[config.mk]
export PLATFORM = sky130hd
export DESIGN_NAME = instruction_queue
export DESIGN_NICKNAME = d
export VERILOG_FILES = /design/src/rtl/instruction_queue.sv
export SDC_FILE = /design/constraint.sdc
export NUM_CORES = 1
export LEC_CHECK = 0
export ABC_AREA = 1
export ABC_CLOCK_PERIOD_IN_PS = 2200
export BUFFER_PORTS_ARGS = -buffer_cell sky130_fd_sc_hd__buf_2
export CORE_UTILIZATION = 40
export DETAILED_ROUTE_END_ITERATION = 10
export PLACE_DENSITY = 0.6
export SLEW_MARGIN = 20
export SYNTH_ARGS = -nofsm -noshare
export SYNTH_HDL_FRONTEND = slang
export SYNTH_SLANG_ARGS = --single-unit
[constraint.sdc]
create_clock -name clk -period 2.2 [get_ports clk]
set_input_delay 0.11 -clock clk [delete_from_list [all_inputs] [get_ports clk]]
set_output_delay 0.11 -clock clk [all_outputs]
set_load 0.02 [all_outputs]
[src/rtl/instruction_queue.sv]
// Instruction prefetch queue: DEPTH-entry circular FIFO with flush, sticky overflow
// and a zeroed output word whenever the queue is empty.
module instruction_queue #(
  parameter int WIDTH = 16,
  parameter int DEPTH = 4,
  localparam int CW = $clog2(DEPTH) + 1
) (
  input  logic             clk,
  input  logic             rst_n,
  input  logic             flush,
  input  logic             ir_load,
  input  logic [WIDTH-1:0] in_value,
  output logic             load_ready,
  input  logic             ir_advance,
  output logic [WIDTH-1:0] out_value,
  output logic             out_valid,
  output logic [CW-1:0]    count,
  output logic             overflow
);

  localparam int PW = $clog2(DEPTH);

  logic [WIDTH-1:0] mem [DEPTH];
  logic [PW-1:0]    wr_ptr;
  logic [PW-1:0]    rd_ptr;
  logic             push;
  logic             pop;

  assign load_ready = (count < CW'(DEPTH));
  assign push       = ir_load && load_ready && !flush;
  assign pop        = ir_advance && (count != '0) && !flush;
  assign out_valid  = (count != '0);
  // Gate the head word so a drained or flushed queue never exposes stale storage.
  assign out_value  = out_valid ? mem[rd_ptr] : '0;

  // NOTE: sequential state uses non-blocking assignments so every register
  // samples pre-edge values; count alone is enough to hide old entries.
  always_ff @(posedge clk or negedge rst_n) begin
    if (!rst_n) begin
      wr_ptr   <= '0;
      rd_ptr   <= '0;
      count    <= '0;
      overflow <= 1'b0;
    end else if (flush) begin
      wr_ptr   <= '0;
      rd_ptr   <= '0;
      count    <= '0;
      overflow <= 1'b0;
    end else begin
      // Pointers wrap naturally at DEPTH because DEPTH is a power of two.
      if (push) wr_ptr <= wr_ptr + PW'(1);
      if (pop)  rd_ptr <= rd_ptr + PW'(1);
      count <= count + CW'(push) - CW'(pop);
      if (ir_load && !load_ready) overflow <= 1'b1;
    end
  end

  // NOTE: storage has no reset; the zeroed count already makes it unobservable,
  // and leaving it out lets the array map onto plain RAM/flops without reset.
  always_ff @(posedge clk) begin
    if (push) mem[wr_ptr] <= in_value;
  end

endmodule

==> impl_metrics.ini, run 1 <==
[clock_network]
root_buffer = clkbuf_8
cts_buffers = 9
clk_path_buf_depth = 2
cts_htree_levels = 3
clock_sinks = 72
clkSlewWorstSetupHoldPaths_ns = 0.07
clk_latency_ns = 0.34
post_cts_buffers = 0
cts_tree = yes

[synth]
syn_area_per_cell_um2 = 10.7
syn-cell-area_um2 = 3190
yosys_warnings = 0
ys_ff_latch = 72
syn-num-nets = 327
ys_types = 18
yosysSeqAreaShare_pct = 66.5
synthCells = 299

[placement]
placed_cell_area_um2 = 3520
io_buffers = 42
dpl.hpwl_um = 3810
routabilityCongestion = 0.772

[global_route]
track_usage_pct = 15.5
overflow = 0
antenna_found_initial = 0
grt_pass1_wl_um = 9490
met1_usage_pct = 18.3
grtUsageMet2_pct = 26.1
grt_pass1_vias = 1930
busiest_layer = met2
met3_usage_pct = 3.69
grt_start_max_net_pins = 33

[floorplanning]
initial_utilization_pct = 41.3
boundaryPins = 43
die-width_um = 91.3
coreArea_um2 = 7730
die_area_um2 = 8330
rows = 32
die_h_um = 91.3

[setup_path]
rr_worst_depth = 12
startpoint_type = input pin
reg2reg_to = count[2]
worstPathCellList = dlygate4sd3_1, buf_2, inv_1, nand3_4, ha_1, inv_1, ha_1, inv_1, fa_1, nand3_1, nand2_1, nor2_1
critPathMaxStageDelay_ns = 0.53
cp-end-kind = flip-flop
r2r_start = count[1]
crit_slowest_cell = dlygate4sd3_1
critPathKind = input pin to flip-flop
critPathMostFrequentCell = inv_1
worstPathMaxFanout = 8
crit_required_ns = 2.46
reg2reg_setup_slack_ns = 0.18
arrival_ns = 2.30
crit_family = buffers and inverters
critPathBufInv = 5

[pwr]
p_leak_nw = 1.75
powerDensity_nw_per_um2 = 1070
worst_ir_drop_vdd_v = 0.000466

[final_layout]
regArea_um2 = 2120
multiInputGateArea_um2 = 787
final_nets = 397
mostFrequentLayoutCells = nand2_1 (100), edfxtp_1 (64), inv_1 (46), buf_2 (42), nand3_1 (22)
nFillCells = 697
final_common_cell = nand2_1
area_growth_pct = 22.1
drive_above_1_share_pct = 20.1
postLayoutCellArea_um2 = 3890
insertedDiodeCount = 0

[timing]
worstMarginPinSlew_ns = 0.527
max-slew-margin-rel_pct = 64.7
final_max_slew_viol_count = 0
skew_ns = 0.0111
fin_crit_sh_pct = 92.6
tns_ns = 0
finalHoldViolCount = 0
setup_violations = 0
rsz0062_at_grt = no
fmax_ghz = 0.491
period_minus_slack_ns = 2.04

[worst_hold_path]
min_from = ir_advance
holdPathStages = 3
hold_class = input pin to flip-flop
worstHoldEndpoint = rd_ptr[1]

[routing]
wl_um = 6030
vias_per_cell = 4.53
drc = 0
num_vias = 2156
firstDrtPassIters = 4
ant_nets = 0
initialDrtViolationCount = 98
wl_per_cell_um = 12.7

[flow_run]
maxCapViolations = 0

[status]
status = complete, no violations
==> worst min-delay path, cell delays in order <==
cell     delay, ns
buf_2         0.12
nand4_1       0.08
nand2_1       0.04
==> per-layer routing <==
| metal | up-vias | wire length, µm | share of wire [%] |
|---|---|---|---|
| li1 | 1100 | - | - |
| met1 | 1004 | 2570 | 43 |
| met2 | 38 | 3090 | 51 |
| met3 | 14 | 203 | 3.4 |
| met4 | 0 | 169 | 2.8 |
| met5 | - | 0 | 0 |
==> kinds of logic (layout without fill, tap and decap cells) <==
group	after synthesis	count (layout)	synth area share, %
buf+inv	60	135	9.02
flops	72	72	66.5
compound gates	20	20	3.14
fa+ha+maj	7	7	2.98
simple gates	140	140	18.3
==> what timing repair did <==
item	in CTS	in global routing
hold buffers	18	0
setup endpoints to repair	0	1
endpoints found under the hold margin	75	0
resized for setup	0	3
==> final cells by class <==
cell class	count	area share [%]
clock buffers	11	3.37
well taps	102	3.28
repair buffers	70	12.3
multi-input cells	167	20.2
clock inverters	5	1.48
inverters	49	4.85
flip-flops and latches	72	54.5
==> state kept, by name (all words and copies together) (netlist names) <==
register  count
overflow      1
wr_ptr        2
rd_ptr        2
count         3
mem          64
==> synthesized netlist by cell type (all sizes together) <==
cell type | instances | area (µm²)
inv | 49 | 189
nor2 | 12 | 45.0
edfxtp | 64 | 1920
o21ai | 2 | 10.0
nand4 | 2 | 12.5
buf | 11 | 98.9
fa | 1 | 20.0
ha | 6 | 75.1
a21oi | 18 | 90.1
nand2 | 101 | 387
nand3 | 23 | 128
dfrtp | 8 | 200
or2 | 2 | 12.5
==> per-stage QoR <==
step | power (mW) | setup WS [ns] | utilization, % | cells | hold WS [ns]
2_1_floorplan | 2.81 | 0.121 | - | 299 | -0.186
3_3_place_gp | 3.17 | 0.172 | 45.5 | 442 | -0.0385
3_5_place_dp | 3.19 | 0.122 | 45.5 | 442 | -0.0382
4_1_cts | 4.21 | 0.0868 | 50.3 | 476 | 0.0353
5_1_grt | 4.43 | 0.0193 | 50.4 | 476 | 0.0409
6_report | 4.17 | 0.162 | 50.4 | 476 | 0.0492
==> worst max path at each step <==
stage	startpoint	end	slack, ns	cells after the start
after global routing	count[1]	count[2]	0.02	12
after CTS	count[1]	count[2]	0.09	12
final	flush	count[2]	0.16	12
after detailed placement	count[1]	count[2]	0.12	12
after floorplan	count[1]	count[2]	0.12	11
after global placement	count[1]	count[2]	0.17	11
==> power breakdown <==
group	total, mW	leakage [nW]	internal [mW]	switching (mW)
clock network	0.991	0.0973	0.524	0.467
logic	1.49	0.964	0.487	1.00
registers	1.69	0.686	1.60	0.0925
Note: power is estimated with default switching activity, not from simulation.
==> run 2, diff against run 1 <==
--- a/config.mk
+++ b/config.mk
@@ -6,11 +6,11 @@
 export NUM_CORES = 1
 export LEC_CHECK = 0
 export ABC_AREA = 1
-export ABC_CLOCK_PERIOD_IN_PS = 2200
+export ABC_CLOCK_PERIOD_IN_PS = 1800
 export BUFFER_PORTS_ARGS = -buffer_cell sky130_fd_sc_hd__buf_2
-export CORE_UTILIZATION = 40
+export CORE_UTILIZATION = 50
 export DETAILED_ROUTE_END_ITERATION = 10
-export PLACE_DENSITY = 0.6
+export PLACE_DENSITY = 0.75
 export SLEW_MARGIN = 20
 export SYNTH_ARGS = -nofsm -noshare
 export SYNTH_HDL_FRONTEND = slang
==> constraint.sdc (replaced) <==
create_clock -name clk -period 1.8 [get_ports clk]
set_input_delay 0.09 -clock clk [delete_from_list [all_inputs] [get_ports clk]]
set_output_delay 0.09 -clock clk [all_outputs]
set_load 0.02 [all_outputs]
==> run 2 against run 1 <==
  * The flow now finishes with violations (negative setup slack)
  * Register-to-register slack got worse by 0.30 ns
  * Sequential share of layout area decreased by 1.5 points
  * Non-clock buffer count rose by 8
  * Worst hold slack worse by 0.011 ns
  * Via count is 1.1% higher
  * Final area increased by 3.0%
  * Critical path type is now flip-flop to flip-flop
  * Largest power group is now combinational cells
==> impl_metrics.ini, run 2 (synthesis gave the netlist of run 1 again) <==
[setup_path]
critPathKind = flip-flop to flip-flop
arrival_ns = 2.15
r2r_start = count[1]
crit_required_ns = 2.03
worstSetupEndpoint = count[1]
reg2reg_setup_slack_ns = -0.12
reg2reg_to = count[1]
rr_worst_depth = 10
cp-end-kind = flip-flop
startpoint_type = flip-flop
timing.critical_path.from = count[1]
worstPathMaxFanout = 2

[routing]
firstDrtPassIters = 4
drc = 0
num_vias = 2179
vias_per_cell = 4.77
wl_um = 6240
ant_nets = 0
initialDrtViolationCount = 120
wl_per_cell_um = 13.6

[floorplanning]
die-width_um = 81.9
boundaryPins = 43
die_h_um = 81.9
rows = 28
initial_utilization_pct = 52.9
die_area_um2 = 6700
coreArea_um2 = 6030

[global_route]
overflow = 0
grt_pass1_vias = 2111
antenna_found_initial = 0
grt_pass1_wl_um = 9820
track_usage_pct = 21.0
grt_start_max_net_pins = 33

[pwr]
p_leak_nw = 1.81
worst_ir_drop_vdd_v = 0.000717
powerDensity_nw_per_um2 = 1410
p_total_mw = 5.65

[placement]
io_buffers = 42
placedCellCount = 422
dp_slack_ns = -0.106
routabilityCongestion = 0.837
dpl.hpwl_um = 3700

[timing]
fin_ws_ns = -0.122
rsz0062_at_grt = yes
tns_ns = -0.203
setup_violations = 2
worstMarginPinSlew_ns = 0.260
skew_ns = 0.0163
whs_ns = 0.0385
final_max_slew_viol_count = 0
period_minus_slack_ns = 1.92
max-slew-margin-rel_pct = 82.7
finalHoldViolCount = 0
fmax_ghz = 0.520
fin_crit_sh_pct = 107

[clock_network]
clock_sinks = 72
clk_path_buf_depth = 2
root_buffer = clkbuf_8
cts_buffers = 9
cts_htree_levels = 3
cts_tree = yes
clk_latency_ns = 0.35
clkSlewWorstSetupHoldPaths_ns = 0.07

[final_layout]
area_growth_pct = 25.7
final_nets = 405
mostFrequentLayoutCells = nand2_1 (99), edfxtp_1 (64), inv_1 (45), buf_2 (42), nand3_1 (22)
fin_cells = 457
drive_above_1_share_pct = 24.9
largest_reg_flops = 64
regMostFlops = mem
insertedDiodeCount = 0
top_regs = mem: 64 flops, count: 3 flops
final_common_cell = nand2_1

[status]
status = complete, but fails checks
violations = negative setup slack

[worst_hold_path]
holdPathStages = 3
hold_class = input pin to flip-flop

[flow_run]
maxCapViolations = 0
## run 2: changes by cell type in the layout (fill, tap and decap cells not counted), moves of 2 or more
| cell | previous run | this run |
|---|---|---|
| buf_4 | 9 | 18 |
| nor2_1 | 11 | 7 |
| nor2_2 | 0 | 4 |
| dfrtp_1 | 7 | 4 |
| dfrtp_2 | 1 | 4 |
| bufinv_16 | 1 | 3 |
| clkinv_2 | 2 | 0 |
| inv_2 | 2 | 0 |
| inv_6 | 1 | 3 |
## run 2: worst max-delay path, cell delays in order, from the launching register on
cell and delay (ns):
dfrtp_2 0.42, nor2_4 0.17, nand2_8 0.06, nand2_4 0.05
nor2_1 0.04, ha_1 0.27, inv_1 0.06, ha_2 0.15
inv_1 0.04, fa_2 0.51, nor2_1 0.04
## run 2: repair_timing
item | in CTS | in global routing
hold buffers | 18 | 0
cloned | 0 | 0
gates resized for setup | 3 | 3
endpoints found under the setup margin | 5 | 5
buffers inserted | 0 | 1
pin swaps | 1 | 0
hold endpoints to repair | 75 | 0
## run 2: how the worst min path moves through the flow
stage	from	end	slack [ns]
finish	ir_advance	rd_ptr[0]	0.04
global placement	rst_n	overflow	-0.06
detailed placement	rst_n	overflow	-0.06
global route	ir_advance	rd_ptr[0]	0.06
floorplan	rst_n	count[0]	-0.21
CTS	ir_advance	rd_ptr[0]	0.03
## run 2: layout make-up
cell class,count,area (µm²)
flip-flops and latches,72,2130
fillers,445,2020
multi-input cells,167,818
repair buffers,78,526
inverters,49,200
clock buffers,10,128
clock inverters,6,116
well taps,75,93.8
## run 2: power by group
part	switching, mW	internal, mW	total [mW]
Clock	0.611	0.931	1.54
Combinational	1.34	0.732	2.07
Sequential	0.0836	1.96	2.04
Total	2.03	3.62	5.65
## run 2: routing by layer
layer / track usage, % / part of all wire, %
met1: 23.6 / 41
met2: 36.8 / 51
met3: 5.00 / 5.4
met4: 11.1 / 1.9
met5: 0 / 0
## run 2: through the flow
step | area (µm²) | util [%]
after floorplan | 3230 | -
after global placement | 3560 | 59.1
after detailed placement | 3560 | 59.1
after CTS | 4000 | 66.3
after global routing | 4010 | 66.5
final | 4010 | 66.5
